File: config.mk
export PLATFORM = sky130hd
export DESIGN_NAME = im_load_ctrl
export DESIGN_NICKNAME = d
export VERILOG_FILES = /design/src/rtl/im_pkg.sv /design/src/rtl/im_fetch_check.sv /design/src/rtl/im_load_ctrl.sv
export SDC_FILE = /design/constraint.sdc
export NUM_CORES = 1
export LEC_CHECK = 0
export ABC_CLOCK_PERIOD_IN_PS = 1700
export CAP_MARGIN = 20
export CORE_MARGIN = 2
export CORE_UTILIZATION = 38
export CTS_BUF_LIST = sky130_fd_sc_hd__clkbuf_8
export CTS_CLUSTER_SIZE = 16
export DETAILED_ROUTE_END_ITERATION = 10
export PLACE_DENSITY = 0.78
export RECOVER_POWER = 50
export SLEW_MARGIN = 0
export SYNTH_ARGS = -nofsm -noshare
export SYNTH_HDL_FRONTEND = slang
export SYNTH_HIERARCHICAL = 1
export SYNTH_SLANG_ARGS = --single-unit
export TNS_END_PERCENT = 10
File: constraint.sdc
create_clock -name clk -period 1.7 [get_ports clk]
set_input_delay 0.425 -clock clk [delete_from_list [all_inputs] [get_ports clk]]
set_output_delay 0.425 -clock clk [all_outputs]
set_load 0.05 [all_outputs]
File: src/rtl/im_pkg.sv
// Shared constants, state encoding and PC-to-word helper for the instruction-memory loader.
// Pure declarations: no latency, no flow control.
package im_pkg;

   localparam int IM_DEPTH = 32;
   localparam int IM_AW    = 5;
   localparam int IM_DW    = 32;

   localparam logic [IM_DW-1:0] NOP_WORD = 32'h0000_0000;

   typedef enum logic [2:0] {
      ST_IDLE,
      ST_LOAD,
      ST_FILL,
      ST_RESTART,
      ST_RUN,
      ST_FAULT
   } ld_state_t;

   // Byte PC to word index; the two alignment bits are shifted away.
   function automatic logic [IM_AW-1:0] pc_to_index(input logic [IM_AW+1:0] pc);
      return IM_AW'(pc >> 2);
   endfunction

endpackage

File: src/rtl/im_fetch_check.sv
// Combinational fetch decode: CPU byte PC to IM word index plus out-of-image/misalignment flag.
// Zero latency, no flow control.
module im_fetch_check
   import im_pkg::*;
#(
   parameter int DEPTH = IM_DEPTH,
   parameter int AW    = IM_AW
) (
   input  logic [31:0]   cpu_pc,
   output logic [AW-1:0] idx,
   output logic          fault
);

   localparam logic [31:0] PC_LIMIT = 32'(4 * DEPTH);

   always_comb begin
      idx   = AW'(pc_to_index(cpu_pc[IM_AW+1:0]));
      fault = (cpu_pc[1:0] != 2'b00) || (cpu_pc >= PC_LIMIT);
   end

endmodule

File: src/rtl/im_load_ctrl.sv
// Loads a host program into IM, NOP-fills the tail, restarts the CPU and guards fetches.
// All outputs registered (one cycle after the deciding input); host backpressure via ld_ready.
module im_load_ctrl
   import im_pkg::*;
#(
   parameter int DEPTH = IM_DEPTH,
   parameter int AW    = IM_AW,
   parameter int DW    = IM_DW
) (
   input  logic          clk,
   input  logic          rst_n,
   input  logic          load_start,
   input  logic          ld_valid,
   input  logic          ld_last,
   input  logic [DW-1:0] ld_data,
   output logic          ld_ready,
   output logic          im_we,
   output logic [AW-1:0] im_waddr,
   output logic [DW-1:0] im_wdata,
   output logic [AW-1:0] im_raddr,
   input  logic [31:0]   cpu_pc,
   output logic          cpu_stall,
   output logic          cpu_restart,
   output logic [AW:0]   prog_len,
   output logic          fetch_fault,
   output logic          busy
);

   localparam logic [AW-1:0] LAST_IDX = AW'(DEPTH - 1);
   localparam logic [AW:0]   FULL_LEN = (AW + 1)'(DEPTH);

   ld_state_t     state_q, state_d;
   logic [AW-1:0] wptr_q, wptr_d;
   logic [AW:0]   prog_len_q, prog_len_d;
   logic          ld_ready_q, ld_ready_d;
   logic          im_we_q, im_we_d;
   logic [AW-1:0] im_waddr_q, im_waddr_d;
   logic [DW-1:0] im_wdata_q, im_wdata_d;
   logic [AW-1:0] im_raddr_q, im_raddr_d;
   logic          cpu_stall_q, cpu_stall_d;
   logic          cpu_restart_q, cpu_restart_d;
   logic          fetch_fault_q, fetch_fault_d;
   logic          busy_q, busy_d;

   logic          go_load;
   logic [AW-1:0] wptr_inc;
   logic [AW-1:0] fc_idx;
   logic          fc_fault;

   im_fetch_check #(
      .DEPTH (DEPTH),
      .AW    (AW)
   ) u_fetch_check (
      .cpu_pc (cpu_pc),
      .idx    (fc_idx),
      .fault  (fc_fault)
   );

   always_comb begin
      state_d       = state_q;
      wptr_d        = wptr_q;
      prog_len_d    = prog_len_q;
      ld_ready_d    = ld_ready_q;
      im_we_d       = 1'b0;
      im_waddr_d    = im_waddr_q;
      im_wdata_d    = im_wdata_q;
      im_raddr_d    = im_raddr_q;
      cpu_restart_d = 1'b0;
      fetch_fault_d = fetch_fault_q;
      go_load       = 1'b0;
      wptr_inc      = (wptr_q == LAST_IDX) ? wptr_q : wptr_q + 1'b1;

      case (state_q)
         ST_IDLE: begin
            go_load = load_start;
         end

         ST_LOAD: begin
            if (ld_ready_q) begin
               if (ld_valid) begin
                  im_we_d    = 1'b1;
                  im_waddr_d = wptr_q;
                  im_wdata_d = ld_data;
                  wptr_d     = wptr_inc;
                  prog_len_d = (prog_len_q == FULL_LEN) ? prog_len_q : prog_len_q + 1'b1;
                  if (ld_last || (wptr_q == LAST_IDX)) begin
                     ld_ready_d = 1'b0;
                  end
               end
            end else if (prog_len_q == FULL_LEN) begin
               // Image filled IM completely; the final host write is on the bus now.
               state_d       = ST_RESTART;
               cpu_restart_d = 1'b1;
               fetch_fault_d = 1'b0;
            end else begin
               state_d    = ST_FILL;
               im_we_d    = 1'b1;
               im_waddr_d = wptr_q;
               im_wdata_d = NOP_WORD;
               wptr_d     = wptr_inc;
            end
         end

         ST_FILL: begin
            // Leave only once the top word's write is visible, so RESTART sees im_we low.
            if (im_we_q && (im_waddr_q == LAST_IDX)) begin
               state_d       = ST_RESTART;
               cpu_restart_d = 1'b1;
               fetch_fault_d = 1'b0;
            end else begin
               im_we_d    = 1'b1;
               im_waddr_d = wptr_q;
               im_wdata_d = NOP_WORD;
               wptr_d     = wptr_inc;
            end
         end

         ST_RESTART: begin
            state_d = ST_RUN;
         end

         ST_RUN: begin
            im_raddr_d = fc_idx;
            if (load_start) begin
               go_load = 1'b1;
            end else if (fc_fault) begin
               state_d       = ST_FAULT;
               fetch_fault_d = 1'b1;
            end
         end

         ST_FAULT: begin
            go_load = load_start;
         end

         default: begin
            state_d = ST_IDLE;
         end
      endcase

      if (go_load) begin
         state_d    = ST_LOAD;
         wptr_d     = '0;
         prog_len_d = '0;
         ld_ready_d = 1'b1;
      end

      cpu_stall_d = (state_d != ST_RUN);
      busy_d      = (state_d == ST_LOAD) || (state_d == ST_FILL) || (state_d == ST_RESTART);
   end

   always_ff @(posedge clk) begin
      if (!rst_n) begin
         state_q       <= ST_IDLE;
         wptr_q        <= '0;
         prog_len_q    <= '0;
         ld_ready_q    <= 1'b0;
         im_we_q       <= 1'b0;
         im_waddr_q    <= '0;
         im_wdata_q    <= '0;
         im_raddr_q    <= '0;
         cpu_stall_q   <= 1'b1;
         cpu_restart_q <= 1'b0;
         fetch_fault_q <= 1'b0;
         busy_q        <= 1'b0;
      end else begin
         state_q       <= state_d;
         wptr_q        <= wptr_d;
         prog_len_q    <= prog_len_d;
         ld_ready_q    <= ld_ready_d;
         im_we_q       <= im_we_d;
         im_waddr_q    <= im_waddr_d;
         im_wdata_q    <= im_wdata_d;
         im_raddr_q    <= im_raddr_d;
         cpu_stall_q   <= cpu_stall_d;
         cpu_restart_q <= cpu_restart_d;
         fetch_fault_q <= fetch_fault_d;
         busy_q        <= busy_d;
      end
   end

   assign ld_ready    = ld_ready_q;
   assign im_we       = im_we_q;
   assign im_waddr    = im_waddr_q;
   assign im_wdata    = im_wdata_q;
   assign im_raddr    = im_raddr_q;
   assign cpu_stall   = cpu_stall_q;
   assign cpu_restart = cpu_restart_q;
   assign prog_len    = prog_len_q;
   assign fetch_fault = fetch_fault_q;
   assign busy        = busy_q;

endmodule

== Word level (Yosys, flattened, before mapping) ==
Cells that the tools add are included.

* Bits in registers: 62
* Input port bits: 69
* Output and inout bits: 54
* Word-level logic and storage cells: 97

* Add/sub/neg operators: 2
* Magnitude comparators: 1
* Equality and inequality tests: 20
* Muxes and demuxes: 45
* Bitwise operators: 2
* Reductions and logical operators: 15

{| class="wikitable"
|+ Operators with widths
! operator !! count
|-
| 32-bit 2-to-1 mux || 4
|-
| 32-bit case mux with 2 select lines || 1
|-
| 5-bit 2-to-1 mux || 9
|-
| 32-bit by 8-bit >= comparator with 1-bit output, second input constant || 1
|-
| 5-bit case mux with 2 select lines || 2
|-
| 1-bit 2-to-1 mux || 19
|-
| 3-bit 2-to-1 mux || 5
|-
| 3-bit case mux with 5 select lines || 1
|-
| 3-bit by 2-bit equality test with 1-bit output, second input constant || 4
|-
| 2-bit inequality test, second input constant || 6
|-
| 5-bit equality test, second input constant || 2
|-
| 3-bit inequality test, second input constant || 3
|-
| 4-bit AND reduction || 2
|-
| 6-bit by 1-bit adder with 6-bit output, second input constant || 1
|-
| 3-bit by 1-bit equality test with 1-bit output, second input constant || 2
|-
| 3-bit equality test, second input constant || 2
|-
| 6-bit equality test, second input constant || 1
|-
| 1-bit case mux with 2 select lines || 3
|-
| 6-bit AND reduction || 1
|-
| 2-bit nonzero test || 3
|-
| 5-bit by 1-bit adder with 5-bit output, second input constant || 1
|-
| 1-bit logical OR || 4
|-
| 2-bit OR reduction || 2
|-
| 3-bit zero test || 1
|-
| other kinds (4) || 5
|}

== Depth between registers and ports, before layout ==
* Depth in word-level cells: 9
* Gate-level depth with buffers: 9
* Gate-level depth less buffers: 7

== Hierarchy ==
Netlist, hierarchy kept.

{| class="wikitable"
|+ Modules (own cells, without submodules)
! module !! instances !! cells an instance !! area an instance (µm²) !! seq. area each (µm²)
|-
| im_load_ctrl || 1 || 300 || 2507.4 || 1241.2
|-
| im_fetch_check || 1 || 14 || 95.1 || 0.0
|}

== Worst setup path after synthesis ==
OpenSTA, ideal clock, no wires.

* Kind: register to register
* From: register prog_len_q[0], in the netlist prog_len[0]
* To: register wptr_q[3]
* Setup time: 0.071 ns
* Data arrival time: 2.202 ns
* Required time: 1.629 ns
* Setup slack: -0.572 ns
* Stages on the path, launching flop included: 9
* Path buffers: 1
* Clock period less this slack: 2.272 ns
* Cell sequence: dfxtp_1 > inv_1 > ha_1 > nor4b_2 > and3_1 > a21o_1 > clkbuf_2 > or4_1 > a21oi_1

* Cells in the longest elaborated chain, start to end: 3

{| class="wikitable"
|+ RTL lines
! item !! RTL line !! source
|-
| start, declared || im_load_ctrl.sv:34 || <nowiki>logic [AW:0] prog_len_q, prog_len_d;</nowiki>
|-
| start signal, assigned || im_load_ctrl.sv:169 || <nowiki>prog_len_q <= prog_len_d;</nowiki>
|-
| 6-bit equality test || im_load_ctrl.sv:90 || <nowiki>end else if (prog_len_q == FULL_LEN) begin</nowiki>
|-
| 3-bit inequality test (no line) || -- ||
|-
| 4-bit AND reduction (no line) || -- ||
|-
| end signal, assigned || im_load_ctrl.sv:168 || <nowiki>wptr_q <= wptr_d;</nowiki>
|-
| end, declared || im_load_ctrl.sv:33 || <nowiki>logic [AW-1:0] wptr_q, wptr_d;</nowiki>
|}

No other way between the ends.
A chain may end at the register's enable or synchronous reset.

== Worst setup path in the final report ==
Same ends and word-level chain as after synthesis.

==> insert_results.sql <==
INSERT INTO impl_metrics (metric_group, metric, value, unit) VALUES
('run_status', 'status', 'finished clean', ''),
('synth', 'async_reset_ff_share', '0', '%'),
('critical_path', 'critical_path_arrival', '1.96', 'ns'),
('critical_path', 'critPathSlowestCell', 'sky130_fd_sc_hd__or4_4', ''),
('critical_path', 'sequence_of_cells_on_the_critical_path', 'inv_2, ha_4, nor4b_4, and3_4, a21o_4, or4_4, a21oi_2', ''),
('sta', 'post-route-min-period', '1.70', 'ns'),
('sta', 'fmax', '589', 'MHz'),
('final_layout', 'num_antenna_cells', '0', ''),
('critical_path', 'slowest_stage_delay_cp', '0.43', 'ns'),
('final_layout', 'layout_stage_area_growth_over_the_synthesis_result', '67.6', '%'),
('final_layout', 'final_nets', '529', ''),
('clocking', 'cts-htree-levels', '3', ''),
('sta', 'setup-tns-final', '0', 'ns'),
('critical_path', 'timing.critical_path.fanout_max', '6', ''),
('clocking', 'cts.sink_count', '62', ''),
('final_layout', 'drive_gt1_share', '29.8', '%'),
('pwr', 'worst_ir_drop_vdd', '0.467', 'mV'),
('die', 'die_h', '86.8', 'µm'),
('place', 'dp_hpwl', '5430', 'µm'),
('clocking', 'worstSkewPairLatency', '0.33', 'ns'),
('synth', 'post_synth_instance_area', '2600', 'µm²'),
('sta', 'timing.final.setup_violations', '0', ''),
('pwr', 'power_density_of_the_placed_cells', '879', 'nW/µm²'),
('clocking', 'cts_hold_repair.buffers', '0', ''),
('die', 'core.rowCount', '30', ''),
('sta', 'worst_hold_slack', '0.378', 'ns'),
('clocking', 'clkTransAtPathRegs', '0.07', 'ns'),
('critical_path', 'reg2reg_setup_slack', '0.002', 'ns'),
('critical_path', 'worst-endpoint-required', '1.96', 'ns'),
('place', 'detailedPlace.worstSlack', '-0.521', 'ns'),
('sta', 'fin_skew', '0.00696', 'ns'),
('sta', 'tightest_slew', '0.590', 'ns'),
('global_route', 'overflow', '0', ''),
('die', 'core-area', '6720', 'µm²'),
('global_route', 'antenna_found_initial', '0', ''),
('critical_path', 'critical_path_class', 'reg -> reg', ''),
('synth', 'synth_enable_flop_cells', '0', ''),
('synth', 'synth.ff_latch_count', '62', ''),
('sta', 'unrepaired_setup_endpoints_after_global_routing', 'true', ''),
('sta', 'finalMaxSlewViolations', '0', ''),
('routing', 'drt-wirelength-per-cell', '14.1', 'µm'),
('pwr', 'leakage', '2.01', 'nW'),
('critical_path', 'setup.worst_path.start', 'prog_len[0]', ''),
('final_layout', 'leading_cell_types_in_the_layout_fill_and_taps_excluded', 'sky130_fd_sc_hd__nand3_1, sky130_fd_sc_hd__dfxtp_1, sky130_fd_sc_hd__clkdlybuf4s50_1', ''),
('global_route', 'maximum_number_of_pins_on_one_net_before_global_route_repair', '38', ''),
('routing', 'total_routed_length', '7620', 'µm'),
('critical_path', 'crit_path_end', 'wptr_q[3]', ''),
('synth', 'sequential_fraction_of_the_synthesis_area', '47.7', '%'),
('synth', 'post_synth_num_cell_types', '43', ''),
('die', 'die_x', '86.8', 'µm'),
('die', 'die_area', '7530', 'µm²'),
('sta', 'maxSlewHeadroom', '60.8', '%'),
('job', 'max_cap_viol_count', '0', ''),
('global_route', 'grt_pass1_wl', '11500', 'µm'),
('routing', 'drcViolationCount', '0', ''),
('critical_path', 'worst_r2r_endpoint', 'wptr_q[3]', ''),
('place', 'port_buffers', '122', ''),
('final_layout', 'fillCellCount', '591', ''),
('sta', 'min_period_over_period', '99.9', '%'),
('routing', 'ant_nets', '0', ''),
('clocking', 'clock_tree.buffer_depth', '2', ''),
('sta', 'timing.final.hold_violations', '0', ''),
('synth', 'syn_inst', '314', ''),
('synth', 'synth-warning-count', '6', ''),
('global_route', 'groute.usage.overall', '19.3', '%'),
('place', 'place_congestion', '0.838', ''),
('die', 'initial_utilization', '38.7', '%'),
('global_route', 'first_global_vias', '2598', ''),
('critical_path', 'worst-r2r-cell-count', '7', ''),
('routing', 'drt_first_iter_violations', '116', ''),
('synth', 'synth_fp_nets', '387', '');
sequential cells by signal, summed over array words and instances (netlist names):
signal	cells
im_waddr	5
state_q	3
ld_ready	1
im_raddr	5
wptr_q	5
cpu_restart	1
busy	1
fetch_fault	1
im_we	1
cpu_stall	1
im_wdata	32
prog_len	6
synth_stat cells (3+ instances only):
library cell | count | area, µm²
sky130_fd_sc_hd__xor2_1 | 4 | 35.0
sky130_fd_sc_hd__buf_1 | 3 | 11.3
sky130_fd_sc_hd__a21oi_1 | 10 | 50.1
sky130_fd_sc_hd__dfxtp_1 | 62 | 1240
sky130_fd_sc_hd__and3_1 | 6 | 37.5
sky130_fd_sc_hd__nor3_1 | 3 | 15.0
sky130_fd_sc_hd__mux2i_1 | 5 | 50.1
sky130_fd_sc_hd__nand2_1 | 44 | 165
sky130_fd_sc_hd__ha_1 | 4 | 50.1
sky130_fd_sc_hd__nor2b_1 | 6 | 37.5
sky130_fd_sc_hd__buf_4 | 7 | 52.6
sky130_fd_sc_hd__nand3_1 | 77 | 385
sky130_fd_sc_hd__o21ai_0 | 7 | 35.0
sky130_fd_sc_hd__clkbuf_1 | 13 | 48.8
sky130_fd_sc_hd__buf_2 | 4 | 20.0
sky130_fd_sc_hd__nor4_1 | 6 | 37.5
sky130_fd_sc_hd__nand4_1 | 4 | 25.0
sky130_fd_sc_hd__nor2_1 | 13 | 48.8
sky130_fd_sc_hd__inv_1 | 7 | 26.3
per-layer routing:
| metal | vias to the layer above | routed length [µm] | track usage (%) |
|---|---|---|---|
| li1 | 1381 | - | - |
| met1 | 1299 | 3000 | 21.0 |
| met2 | 110 | 3910 | 34.4 |
| met3 | 2 | 706 | 8.38 |
| met4 | 0 | 9 | 4.40 |
| met5 | - | 0 | 0 |
critical path, delay by kind of cell (launching register included):
kind,cells,cell delay [ns]
DFF,1,0.34
and+or+nand+nor,3,0.75
AOI/OAI and AO/OA,2,0.35
buffers and inverters,1,0.04
adders and majority gates,1,0.14
per-stage QoR:
step                      cells  instance area (µm²)  total power, W  util, %
after CTS                   533                 4300         0.00378     64.0
after global routing        540                 4360         0.00402     64.9
after global placement      518                 4070         0.00242     60.6
after detailed placement    518                 4070         0.00243     60.6
after floorplan             314                 2630         0.00202        -
final                       540                 4360         0.00384     64.9
worst min path at each step:
stage                             from            to  slack (ns)  cells past startpoint
after CTS                        rst_n      ld_ready        0.37                      2
after detailed placement  im_wdata[16]  im_wdata[16]        0.45                      2
final                            rst_n      ld_ready        0.38                      2
after global placement    im_wdata[27]  im_wdata[27]        0.44                      2
after floorplan              wptr_q[4]   im_waddr[4]        0.45                      2
after global routing             rst_n      ld_ready        0.37                      2
final cells by class:
class / instances / area (µm²) / area share, %
repair buffers: 159 / 1470 / 33.7
clock inverters: 3 / 41.3 / 0.946
multi-input cells: 216 / 1290 / 29.7
inverters: 8 / 30.0 / 0.688
clock buffers: 12 / 165 / 3.79
flip-flops and latches: 62 / 1260 / 28.9
well taps: 80 / 100 / 2.29
where the power goes:
part           internal, W  switching, W  total (W)  leakage [nW]
sequential         0.00151     0.0000352    0.00154         0.508
combinational     0.000430      0.000523   0.000953          1.39
clock             0.000788      0.000552    0.00134         0.109
kinds of logic (layout without fill, tap and decap cells):
family,Yosys count,count (layout),share of synthesized area [%]
DFF,62,62,47.7
adders and majority gates,4,4,1.92
and+or+nand+nor,171,171,32.7
muxes,5,5,1.92
buffers and inverters,36,182,6.44
xor gates and xnor gates,5,5,1.68
AOI/OAI and AO/OA,31,31,7.60
repair_timing:
action / 4_1_cts / 5_1_grt
setup buffers: 0 / 5
pin swaps: 10 / 16
gates resized for setup: 19 / 26
cloned: 0 / 2
setup endpoints to repair: 37 / 46
(Power assumes the default switching activity.)
==> variant: new RTL, same settings <==
`im_waddr_q`, `im_wdata_q` and `im_raddr_q` no longer have a reset.
--- a/src/rtl/im_load_ctrl.sv
+++ b/src/rtl/im_load_ctrl.sv
@@ -156,9 +156,6 @@
          prog_len_q    <= '0;
          ld_ready_q    <= 1'b0;
          im_we_q       <= 1'b0;
-         im_waddr_q    <= '0;
-         im_wdata_q    <= '0;
-         im_raddr_q    <= '0;
          cpu_stall_q   <= 1'b1;
          cpu_restart_q <= 1'b0;
          fetch_fault_q <= 1'b0;
@@ -169,14 +166,17 @@
          prog_len_q    <= prog_len_d;
          ld_ready_q    <= ld_ready_d;
          im_we_q       <= im_we_d;
-         im_waddr_q    <= im_waddr_d;
-         im_wdata_q    <= im_wdata_d;
-         im_raddr_q    <= im_raddr_d;
          cpu_stall_q   <= cpu_stall_d;
          cpu_restart_q <= cpu_restart_d;
          fetch_fault_q <= fetch_fault_d;
          busy_q        <= busy_d;
       end
+   end
+
+   always_ff @(posedge clk) begin
+      im_waddr_q <= im_waddr_d;
+      im_wdata_q <= im_wdata_d;
+      im_raddr_q <= im_raddr_d;
    end
 
    assign ld_ready    = ld_ready_q;
Behaviour: differs if rst_n is asserted again (counterexample within 4 cycles, from zero or initial values and one cycle with rst_n low); with rst_n held inactive, the same outputs for 10 cycles.
==> variant against the original RTL <==
The run now ends with negative setup slack left. Final cell count shrank 17%. Critical path depth is the same. Worst setup slack worse by 0.074 ns. Sequential cell count unchanged. Routed wire length shrank 17%. Die area shrank 0.64%. Final area is 0.37% higher. Clock skew grew 0.0068 ns. Synthesized area is 0.67% lower. Total power increased by 9.7%. Fmax is 4.2% lower. Critical path type unchanged.
==> variant: results (changes against the original RTL) <==
- Max clock buf depth: 2 (unchanged)
- Sequential element share of the synthesized area: 64.28% (was 47.69%)
- Worst vdd ir: 0.4631 mV (was 0.4668 mV)
- Initial antenna violation count: 0 (unchanged)
- Routed WL per cell: 14.19 um (was 14.11 um)
- Global placement routability congestion: 0.7958 (was 0.8379)
- Post-DP HPWL: 4738 um (was 5427 um)
- Max reg flops: 32 (unchanged)
- WP data arrival: 2.01 ns (was 1.96 ns)
- TritonCTS Buffers: 9 (unchanged)
- Most used DFF post-synth: edfxtp_1 (was dfxtp_1)
- Clock Latency Late Sink: 0.35 ns (was 0.33 ns)
- Critical-path maximum fanout: 28 (was 6)
- Pre-antenna DRT Iters: 4 (unchanged)
- Worst hold path class: flop to flop (was primary input to flop)
- Final setup violation count: 42 (was 0)
- Global-route wire length before repair: 10270 um (was 11470 um)
- GRT Resource Usage Total: 17.99% (was 19.25%)
- Initial DRC Count: 104 (was 116)
- Worst Skew: 0.01374 ns (was 0.006961 ns)
- Worst slack, placed: -0.4454 ns (was -0.5215 ns)
- Setup ws final: -0.07220 ns (was 0.002207 ns)
- Root buffer cell: clkbuf_8 (unchanged)
- Synth Warn #: 6 (unchanged)
- Failing checks: negative setup slack
- Port Buffers: 122 (unchanged)
- Nets@finish: 435 (was 529)
- Post-synth cell types: 38 (was 43)
- Antenna Cells: 0 (unchanged)
- H-tree depth: 3 (unchanged)
- Worst-path clk slew: 0.07 ns (about the same)
- Synth cell count leaders: 42 x edfxtp_1, 34 x and2_1, 20 x dfxtp_1, 12 x nor2_1, 10 x nand2_1 (was 77 x nand3_1, 62 x dfxtp_1, 44 x nand2_1, 13 x clkbuf_1, 13 x nor2_1)
- Leakage: 1.715 nW (was 2.009 nW)
- Largest net degree at the start of global routing: 33 (was 38)
- Layout cells sized above 1: 36.24% (was 29.78%)
- Vias in the first global route: 2225 (was 2598)
- Run status: finished with violations (was finished, final reports clean)
- Syn_nets: 278 (was 387)
- Number of synthesized flops with an enable pin: 42 (was 0)
- Rel. slew slack: 80.85% (was 60.83%)
- Vias after detailed routing: 2099 (was 2792)
- Share of flip-flops with an asynchronous set or reset: 0% (unchanged)
- Top cells by area, synth: edfxtp_1 49%, dfxtp_1 15%, and2_1 8.2% (was dfxtp_1 48%, nand3_1 15%, nand2_1 6.3%)
variant: cells by family after synthesis:
group	synth area share [%]
adder cells (fa/ha/maj)	1.936
AO/OA/AOI/OAI	4.985
multiplexers	1.210
XOR/XNOR	2.033
buffers and inverters	3.243
flip-flops	64.28
AND/OR/NAND/NOR	22.31
variant: per-layer routing:
layer | wire length [um] | vias up | global-route usage [%]
met5 | 0 | - | 0
met4 | 94 | 0 | 10.09
met3 | 391 | 10 | 4.952
met2 | 3387 | 75 | 30.70
met1 | 2469 | 977 | 20.24
li1 | - | 1037 | -
variant: where the power goes:
part / internal (W) / switching, W / leakage [nW]
registers: 0.00175 / 0.0000418 / 0.565
logic: 0.000385 / 0.000596 / 1.04
clock network: 0.000829 / 0.000604 / 0.106
total: 0.00297 / 0.00124 / 1.71
variant: worst paths after layout:
path	startpoint	end	slack (ns)	cells after the start
worst min register to register	wptr_q[3]$_SDFFE_PP0P_	im_waddr[3]$_DFFE_PP_	0.49	0
worst max register to register	state_q[0]$_SDFF_PN0_	im_we$_SDFF_PN0_	-0.07	7
worst min-delay path	wptr_q[3]$_SDFFE_PP0P_	im_waddr[3]$_DFFE_PP_	0.49	0
worst max-delay path	state_q[0]$_SDFF_PN0_	im_we$_SDFF_PN0_	-0.07	7
variant: worst max-delay path, cell delays in order, from the launching register on:
cell     delay (ns)
dfxtp_2        0.35
or3b_4         0.41
nor4b_4        0.25
buf_4          0.18
buf_12         0.10
nor3_4         0.04
buf_12         0.17
and2_1         0.16
variant: layout make-up:
cell class,instances,area (um2)
multi-input cells,126,955.9
clock inverters,7,97.59
repair buffers,158,1409
flip-flops and latches,62,1674
well taps,80,100.1
clock buffers,9,123.9
inverters,5,18.77
fillers,529,2302
variant: what timing repair did:
item                       CTS  global route
setup endpoints to repair   50            80
setup buffers                6             0
pin swaps                    5             2
resized for setup           18             9
variant: metrics by stage:
stage          instances  cell area, um2  setup TNS (ns)
5_1_grt              447            4379          -5.229
3_3_place_gp         425            4109          -17.72
4_1_cts              447            4453          -2.886
3_5_place_dp         425            4109          -18.91
2_1_floorplan        205            2613          -26.88
6_report             447            4379          -2.224
